--- src/rtl/rv_fetch_queue.sv ---
// Decoupled RV32 instruction-fetch stage: one-outstanding request/grant/response
// memory port feeding a DEPTH-entry prefetch queue with a valid/ready decode side.
module rv_fetch_queue #(
  parameter int unsigned      XLEN     = 32,
  parameter int unsigned      DEPTH    = 4,
  parameter logic [XLEN-1:0]  RESET_PC = '0,
  parameter logic [XLEN-1:0]  NOP_INST = XLEN'(32'h0000_0033),
  localparam int unsigned     CW       = $clog2(DEPTH + 1)
) (
  input  logic            clk,
  input  logic            rst,
  output logic            imem_req,
  output logic [XLEN-1:0] imem_addr,
  input  logic            imem_gnt,
  input  logic            imem_rvalid,
  input  logic [XLEN-1:0] imem_rdata,
  input  logic            redirect,
  input  logic [XLEN-1:0] redirect_pc,
  input  logic            halt,
  output logic            out_valid,
  input  logic            out_ready,
  output logic [XLEN-1:0] out_pc,
  output logic [XLEN-1:0] out_inst,
  output logic [XLEN-1:0] out_pc4,
  output logic [CW-1:0]   count
);

  localparam int unsigned PW = $clog2(DEPTH);

  logic [XLEN-1:0] r_fetch_pc;
  logic [XLEN-1:0] r_pend_pc;
  logic            r_pending;
  logic            r_kill;
  logic [CW-1:0]   r_count;
  logic [PW-1:0]   r_rd_ptr;
  logic [PW-1:0]   r_wr_ptr;

  logic [XLEN-1:0] r_q_pc   [DEPTH];
  logic [XLEN-1:0] r_q_inst [DEPTH];
  logic [XLEN-1:0] r_q_pc4  [DEPTH];

  logic [CW:0]     w_inflight;
  logic            w_grant;
  logic            w_resp;
  logic            w_push;
  logic            w_pop;
  logic [XLEN-1:0] w_redirect_pc;

  // Issue is gated on registered occupancy plus the outstanding fetch, so a
  // response can never find the queue full even if decode never pops.
  assign w_inflight = {1'b0, r_count} + (CW + 1)'(r_pending);
  assign imem_req   = !rst && !halt && !redirect
                   && (!r_pending || imem_rvalid)
                   && (w_inflight < (CW + 1)'(DEPTH));
  assign imem_addr  = r_fetch_pc;

  assign w_grant       = imem_req && imem_gnt;
  assign w_resp        = r_pending && imem_rvalid;
  assign w_push        = w_resp && !r_kill && !redirect;
  assign out_valid     = (r_count != '0);
  assign w_pop         = out_valid && out_ready;
  assign count         = r_count;
  assign w_redirect_pc = redirect_pc & ~XLEN'(3);

  // NOTE: sequential state uses non-blocking assignments so every register
  // samples the pre-edge values of its neighbours.
  always_ff @(posedge clk) begin
    if (rst) begin
      r_fetch_pc <= RESET_PC;
      r_pend_pc  <= '0;
      r_pending  <= 1'b0;
      r_kill     <= 1'b0;
      r_count    <= '0;
      r_rd_ptr   <= '0;
      r_wr_ptr   <= '0;
    end else if (redirect) begin
      // A fetch still in flight must have its response dropped when it lands.
      r_fetch_pc <= w_redirect_pc;
      r_pending  <= r_pending && !imem_rvalid;
      r_kill     <= r_pending && !imem_rvalid;
      r_count    <= '0;
      r_rd_ptr   <= '0;
      r_wr_ptr   <= '0;
    end else begin
      if (w_grant) begin
        r_pending  <= 1'b1;
        r_pend_pc  <= r_fetch_pc;
        r_fetch_pc <= r_fetch_pc + XLEN'(4);
      end else if (w_resp) begin
        r_pending  <= 1'b0;
      end
      if (w_resp) r_kill <= 1'b0;
      if (w_push) r_wr_ptr <= r_wr_ptr + PW'(1);
      if (w_pop)  r_rd_ptr <= r_rd_ptr + PW'(1);
      r_count <= r_count + CW'(w_push) - CW'(w_pop);
    end
  end

  // NOTE: queue storage is deliberately not reset; r_count alone says which
  // entries hold live data, and the head mux hides stale contents.
  always_ff @(posedge clk) begin
    if (w_push) begin
      r_q_pc[r_wr_ptr]   <= r_pend_pc;
      r_q_inst[r_wr_ptr] <= imem_rdata;
      r_q_pc4[r_wr_ptr]  <= r_pend_pc + XLEN'(4);
    end
  end

  // NOTE: every output gets a default first so no latch is inferred.
  always_comb begin
    out_pc   = '0;
    out_inst = NOP_INST;
    out_pc4  = '0;
    if (out_valid) begin
      out_pc   = r_q_pc[r_rd_ptr];
      out_inst = r_q_inst[r_rd_ptr];
      out_pc4  = r_q_pc4[r_rd_ptr];
    end
  end

  a_no_overflow: assert property (@(posedge clk) disable iff (rst)
    !(w_push && (r_count == CW'(DEPTH))));

endmodule

--- config.mk ---
export PLATFORM = sky130hd
export DESIGN_NAME = rv_fetch_queue
export DESIGN_NICKNAME = d
export VERILOG_FILES = /design/src/rtl/rv_fetch_queue.sv
export SDC_FILE = /design/constraint.sdc
export NUM_CORES = 1
export LEC_CHECK = 0
export ABC_CLOCK_PERIOD_IN_PS = 4500
export BUFFER_PORTS_ARGS = -buffer_cell sky130_fd_sc_hd__buf_2
export CELL_PAD_IN_SITES_DETAIL_PLACEMENT = 1
export CELL_PAD_IN_SITES_GLOBAL_PLACEMENT = 1
export CORE_ASPECT_RATIO = 1.5
export CORE_UTILIZATION = 51
export CTS_BUF_LIST = sky130_fd_sc_hd__clkbuf_4 sky130_fd_sc_hd__clkbuf_8
export DETAILED_ROUTE_END_ITERATION = 12
export PLACE_DENSITY_LB_ADDON = 0.1
export SYNTH_ARGS = -nofsm -noshare
export SYNTH_HDL_FRONTEND = slang
export SYNTH_SLANG_ARGS = --single-unit
--- constraint.sdc ---
create_clock -name clk -period 4.5 [get_ports clk]
set_input_delay 0.9 -clock clk [delete_from_list [all_inputs] [get_ports clk]]
set_output_delay 0.9 -clock clk [all_outputs]
set_load 0.01 [all_outputs]
=== After elaboration in Yosys (flattened, before gate mapping) ===
Memories as Yosys holds them, arrays and structs flattened. A register that Yosys moved wholly into a read port is not among the register bits.
Index checks and enable logic that the tools add are counted.

* RAM bits: 384
* Logic and storage cells: 60
* Register bits after elaboration: 73
* Memories: 3
* Memory bits (read-only): 0
* Latch bits: 0
* Input bits: 71

* Shifts and indexed selects: 0
* Order comparisons: 1
* Reduce and logical (&&, ||, !) cells: 23
* Bitwise logic cells: 1
* $mul: 0
* Multiplexer cells: 17
* $add $sub $neg: 7
* Div/mod/pow operators: 0
* Equality and inequality tests: 0

{| class="wikitable"
|+ Memories
! memory !! words !! width !! rd ports !! clocked after Yosys merged registers in !! wr ports !! RTL line !! source
|-
| r_q_inst || 4 || 32 || 1 || 1 || 1 || 39 || <nowiki>logic [XLEN-1:0] r_q_inst [DEPTH];</nowiki>
|-
| r_q_pc || 4 || 32 || 1 || 1 || 1 || 38 || <nowiki>logic [XLEN-1:0] r_q_pc [DEPTH];</nowiki>
|-
| r_q_pc4 || 4 || 32 || 1 || 1 || 1 || 40 || <nowiki>logic [XLEN-1:0] r_q_pc4 [DEPTH];</nowiki>
|}

{| class="wikitable"
|+ Operators by type and width
! cell !! number
|-
| 2-to-1 mux 32 bit || 5
|-
| adder 32 x 3 -> 32 bit (second input constant) || 2
|-
| 2-to-1 mux 2 bit || 6
|-
| logical AND 1 bit || 10
|-
| logical NOT 1 bit || 6
|-
| 2-to-1 mux 1 bit || 6
|-
| nonzero test 3 bit || 2
|-
| adder 2 x 1 -> 2 bit (second input constant) || 2
|-
| adder 3 x 1 -> 4 bit || 1
|-
| < comparator 4 x 3 -> 1 bit (second input constant) || 1
|-
| nonzero test 2 bit || 2
|-
| adder 3 x 1 -> 3 bit || 1
|-
| subtractor 3 x 1 -> 3 bit || 1
|-
| AND reduction 2 bit || 1
|-
| OR reduction 2 bit || 1
|-
| logical OR 1 bit || 1
|-
| NOT 1 bit || 1
|}

=== Depth between registers and ports, before layout ===
* Depth in word-level cells: 8
* Gate-level depth with buffers: 9
* Mapped depth without buffers: 9

=== Worst setup path before layout ===
Ideal clock, no wire load.

* Path type: input-to-reg
* From: in redirect
* To: mem r_q_inst[1][0], enable pin
* Path slack: 0.319 ns
* Arrival time: 3.720 ns
* Stages: 3
* Buffers on the path: 1
* Path through: buf_6 -> nor3_1 -> and2_1

* Longest elaborated chain between the ends: 4

{| class="wikitable"
|+ Ends and longest elaborated chain
! element !! RTL line !! source
|-
| start: declaration || 17 || <nowiki>input logic redirect,</nowiki>
|-
| logical NOT 1 bit || 59 || <nowiki>assign w_push = w_resp && !r_kill && !redirect;</nowiki>
|-
| logical AND 1 bit || 59 ||
|-
| 2-to-1 mux 1 bit || 102 || <nowiki>if (w_push) begin</nowiki>
|-
| 2-to-1 mux 1 bit (not written as such) || 104 || <nowiki>r_q_inst[r_wr_ptr] <= imem_rdata;</nowiki>
|-
| end: declaration || 39 ||
|}

No other way between the ends.

=== Worst setup path in the final report ===
* From: reg r_count[0] (netlist: count[0])
* To: out out_pc[19]

* Longest elaborated chain between the ends: 2

{| class="wikitable"
|+ Ends and longest elaborated chain
! element !! RTL line !! source
|-
| start: declaration || 34 || <nowiki>logic [CW-1:0] r_count;</nowiki>
|-
| start signal: assignment || 95 || <nowiki>r_count <= r_count + CW'(w_push) - CW'(w_pop);</nowiki>
|-
| nonzero test 3 bit || 60 || <nowiki>assign out_valid = (r_count != '0);</nowiki>
|-
| 2-to-1 mux 32 bit || 114 || <nowiki>if (out_valid) begin</nowiki>
|-
| end: declaration || 22 || <nowiki>output logic [XLEN-1:0] out_pc,</nowiki>
|}

No other way between the ends.

==> results_tabular.tex <==
\begin{tabular}{lr}
\hline
Metric & Value \\
\hline
\multicolumn{2}{l}{\textbf{Detailed routing}} \\
Residual antenna-violating net count after detailed routing & 0 \\
Total via count after detailed routing & between 10000 and 15000 \\
Via-per-instance ratio & about 5.7 \\
Number of remaining DRC errors & 0 \\
Total Routed Length & about 40000 um \\
Drt first-iter violations & 430 \\
Number of optimization iterations in the first detailed-route pass & 4 \\
Routed length per instance & about 22 um \\
\multicolumn{2}{l}{\textbf{Synth}} \\
Post-synthesis async set-or-reset flop share & 0 \\
Count of flip-flops with a built-in enable after synthesis & 368 \\
Synthesized area per cell & between 15 and 20 um\^{}2 \\
Ys Warns & 0 \\
Synthesized netlist cell count & between 1000 and 1500 \\
Synthesized area & roughly 0.018 mm\^{}2 \\
Distinct cell type count after synthesis & between 50 and 60 \\
Most instantiated flip-flop cell in the synthesis netlist & sky130\_fd\_sc\_hd\_\_edfxtp\_1 \\
Synth Register Bits & between 400 and 500 \\
Fraction of the yosys area taken by sequential cells & 0.7049 \\
\multicolumn{2}{l}{\textbf{Worst setup path}} \\
Biggest fanout along the worst timing path & 63 \\
Data required time of the critical path & 3.60 ns \\
Endpoint class of the critical path & output pin \\
Worst Path Arrival & 3.16 ns \\
Classification of the worst setup path & reg2out \\
Setup crit start kind & flop \\
\multicolumn{2}{l}{\textbf{Clock tree}} \\
Post-CTS Resized & 0 \\
Maximum buffer depth of the clock tree & 3 \\
Clock H-tree levels & 3 \\
Cts-stage hold buffer count & 0 \\
Post-CTS clock slew at the launch and capture registers of the worst setup and hold paths & around 0.060 ns \\
CTS tree & built \\
Clock insertion delay at the later pin of the skew report & about 0.60 ns \\
Number of buffers created by CTS & between 60 and 70 \\
Cell at the root of the clock tree & sky130\_fd\_sc\_hd\_\_clkbuf\_8 \\
Clock net sink count & around 440 \\
Post-CTS repair timing setup buffer count & 0 \\
\multicolumn{2}{l}{\textbf{STA}} \\
Crit share post-route & 0.9017 \\
Worst hold margin & 0.5231 ns \\
Layout Skew & 0.02738 ns \\
Final Setup Violations & 0 \\
Number of slew-limit violations in the final report & 0 \\
Top achievable clock speed & roughly 0.25 GHz \\
Pin slew with the least headroom to its limit & 1.121 ns \\
Relative max-transition margin & 0.2470 \\
Setup Total Neg Slack & 0 ns \\
Hold violation count in the final report & 0 \\
RSZ-0062 raised after global routing & no \\
Tmin final & 4.058 ns \\
\multicolumn{2}{l}{\textbf{Layout}} \\
Final design area excluding fillers & $\sim$0.02 mm\^{}2 \\
Number of non-filler instances in the completed layout & between 1500 and 2000 \\
Share of layout cells above drive strength 1 & 0.3294 \\
Synthesis-to-layout area growth & 16.32\% \\
Nets@finish & between 1000 and 1500 \\
\multicolumn{2}{l}{\textbf{Power}} \\
Internal power component & between 6 and 7 mW \\
Pwr per Cell Area & between 300 and 400 mW/mm\^{}2 \\
Leakage Power & about 7.4 nW \\
Share of total power in combinational logic & 0.022 \\
Switching Power & about 1.6 mW \\
IR Drop Worst-Case VDD & roughly 0.25 mV \\
Sequential fraction of design power & 0.564 \\
Net Sw Frac & 0.2059 \\
Part of the power in the clock network & 0.413 \\
\multicolumn{2}{l}{\textbf{Floorplan}} \\
Core Region & 0.03417 mm\^{}2 \\
Chip Width & between 150 and 200 um \\
Area enclosed by the die boundary & between 0.03 and 0.04 mm\^{}2 \\
Initial core utilization & 0.5179 \\
Number of standard-cell rows in the floorplan & 83 \\
Height of the die & $\sim$230 um \\
Number of placed I/O pins & 204 \\
\multicolumn{2}{l}{\textbf{Placement}} \\
Detailed Place HPWL & 25460 um \\
Weighted congestion reported at the end of routability-driven placement & slightly below 0.9 \\
Number of cells in the design after placement & between 1500 and 2000 \\
Cell area after placement & just under 0.02 mm\^{}2 \\
Port Buf Inserts & slightly below 200 \\
\multicolumn{2}{l}{\textbf{Global routing}} \\
Number of global-route vias before repair & around 11000 \\
Antenna violations before repair & 1 \\
First-pass GRT wire length & between 60000 and 70000 um \\
Global-route usage over all layers & 0.2318 \\
Congestion Overflow GR & 0 \\
Maximum number of pins on one net before global-route repair & 64 \\
\multicolumn{2}{l}{\textbf{Min path}} \\
Path type of the worst min-delay path & reg2reg \\
\multicolumn{2}{l}{\textbf{Flow run}} \\
Count of max-cap constraint violations & 0 \\
\multicolumn{2}{l}{\textbf{Status}} \\
Status & finished clean \\
\hline
\end{tabular}
==> area by class of cell <==
class                           count  area (um^2)
Antenna cell                        1        2.502
Clock buffer                      100         1207
Clock inverter                     20        117.6
Fill cell                        3255        13580
Inverter                           18        67.56
Multi-Input combinational cell    565         4927
Sequential cell                   439        12480
Tap cell                          425        531.8
Timing Repair Buffer              218         1249
==> sequential cells by signal, summed over array words and instances, names as in the netlist, named ones only <==
| name | count |
|---|---|
| r_q_inst | 128 |
| r_q_pc4 | 120 |
| r_q_pc | 120 |
| imem_addr | 30 |
| r_pend_pc | 30 |
| count | 3 |
| r_rd_ptr | 2 |
| r_wr_ptr | 2 |
| r_kill | 1 |
| r_pending | 1 |
==> per-stage QoR <==
stage               setup slack (ns)  power, mW  utilization
finish                        0.4424      7.849       0.6024
global route                  0.3065      8.116       0.6024
CTS                           0.3848      7.943       0.6023
detailed placement             1.019      4.691       0.5636
global placement               1.003      4.684       0.5636
floorplan                     0.3190      4.598            -
==> kinds of logic (layout without fill, tap and decap cells) <==
group / Yosys count / count (layout) / share of synthesized area
other cells: 1 / 7 / 0.0002119
buf+inv: 78 / 356 / 0.01846
mux: 99 / 99 / 0.1214
simple gates: 325 / 325 / 0.09758
compound gates: 88 / 88 / 0.03168
flops: 439 / 439 / 0.7049
fa+ha+maj: 10 / 10 / 0.007496
xor+xnor: 37 / 37 / 0.01831
==> worst max-delay path, stage by stage, from the launching register on <==
cell and delay, ns:
sky130_fd_sc_hd__dfxtp_1 0.37, sky130_fd_sc_hd__nor3_1 0.92, sky130_fd_sc_hd__inv_2 0.51, sky130_fd_sc_hd__buf_12 0.36, sky130_fd_sc_hd__and2_1 0.21, sky130_fd_sc_hd__buf_2 0.15
==> layout by cell type, fill, tap and decap left out, types with 9 or more instances in the layout <==
cell	n
sky130_fd_sc_hd__a21oi_1	41
sky130_fd_sc_hd__a31oi_1	11
sky130_fd_sc_hd__and2_1	91
sky130_fd_sc_hd__and3_1	9
sky130_fd_sc_hd__buf_2	195
sky130_fd_sc_hd__buf_4	15
sky130_fd_sc_hd__clkbuf_4	27
sky130_fd_sc_hd__clkbuf_8	73
sky130_fd_sc_hd__clkinv_1	10
sky130_fd_sc_hd__clkinv_2	10
sky130_fd_sc_hd__dfxtp_1	69
sky130_fd_sc_hd__edfxtp_1	368
sky130_fd_sc_hd__ha_1	9
sky130_fd_sc_hd__inv_1	15
sky130_fd_sc_hd__mux4_2	92
sky130_fd_sc_hd__nand2_1	102
sky130_fd_sc_hd__nand3_1	24
sky130_fd_sc_hd__nand4_1	17
sky130_fd_sc_hd__nor2_1	24
sky130_fd_sc_hd__nor3_1	11
sky130_fd_sc_hd__or3_1	10
sky130_fd_sc_hd__xnor2_1	26
sky130_fd_sc_hd__xor2_1	11
==> layer usage <==
metal | part of all wire | vias up | global-route usage
met1 | 0.39 | 5262 | 0.2672
li1 | - | 4624 | -
met2 | 0.53 | 269 | 0.4162
met5 | 0 | - | 0
met4 | 0.028 | 0 | 0.09656
met3 | 0.048 | 73 | 0.04957
==> path summary, 6_finish.rpt <==
path | start | endpoint | slack (ns) | cells past startpoint
worst max register to register | count[0] | count[2] | 1.06 | 9
worst min-delay path | imem_addr[15] | r_pend_pc[15] | 0.52 | 2
worst max-delay path | count[0] | out_pc[19] | 0.44 | 5
worst min register to register | imem_addr[15] | r_pend_pc[15] | 0.52 | 2
==> power by group through the flow <==
stage	Sequential (mW)	Combinational [mW]	Clock (mW)
6_report	4.43	0.175	3.25
5_1_grt	4.43	0.192	3.49
4_1_cts	4.43	0.177	3.34
3_5_place_dp	4.52	0.176	0
3_3_place_gp	4.51	0.170	0
2_1_floorplan	4.51	0.0865	0
==> cell usage after synthesis (all sizes together) (2+ instances only) <==
cell,number,share of area
nor4,10,0.0042
edfxtp,368,0.62
o211ai,8,0.0034
ha,9,0.0064
o221ai,2,0.0013
dfxtp,71,0.080
a311oi,3,0.0015
a2bb2oi,2,0.00099
or2,7,0.0025
a31oi,11,0.0039
nand3,24,0.0068
mux4,92,0.12
nand2,102,0.022
mux2i,2,0.0011
inv,16,0.0034
and2,95,0.034
nor3,12,0.0040
and3,9,0.0032
mux2,5,0.0032
and4,4,0.0020
a211oi,5,0.0021
xor2,11,0.0054
clkbuf,38,0.0081
buf,22,0.0065
a21oi,41,0.012
a22oi,2,0.00085
nor2,25,0.0053
xnor2,26,0.013
or4,6,0.0025
nand4,19,0.0074
clkinv,2,0.00042
o21ai,4,0.0011
o311ai,2,0.00099
or3,10,0.0035
Note: power is estimated with default switching activity, not from simulation.
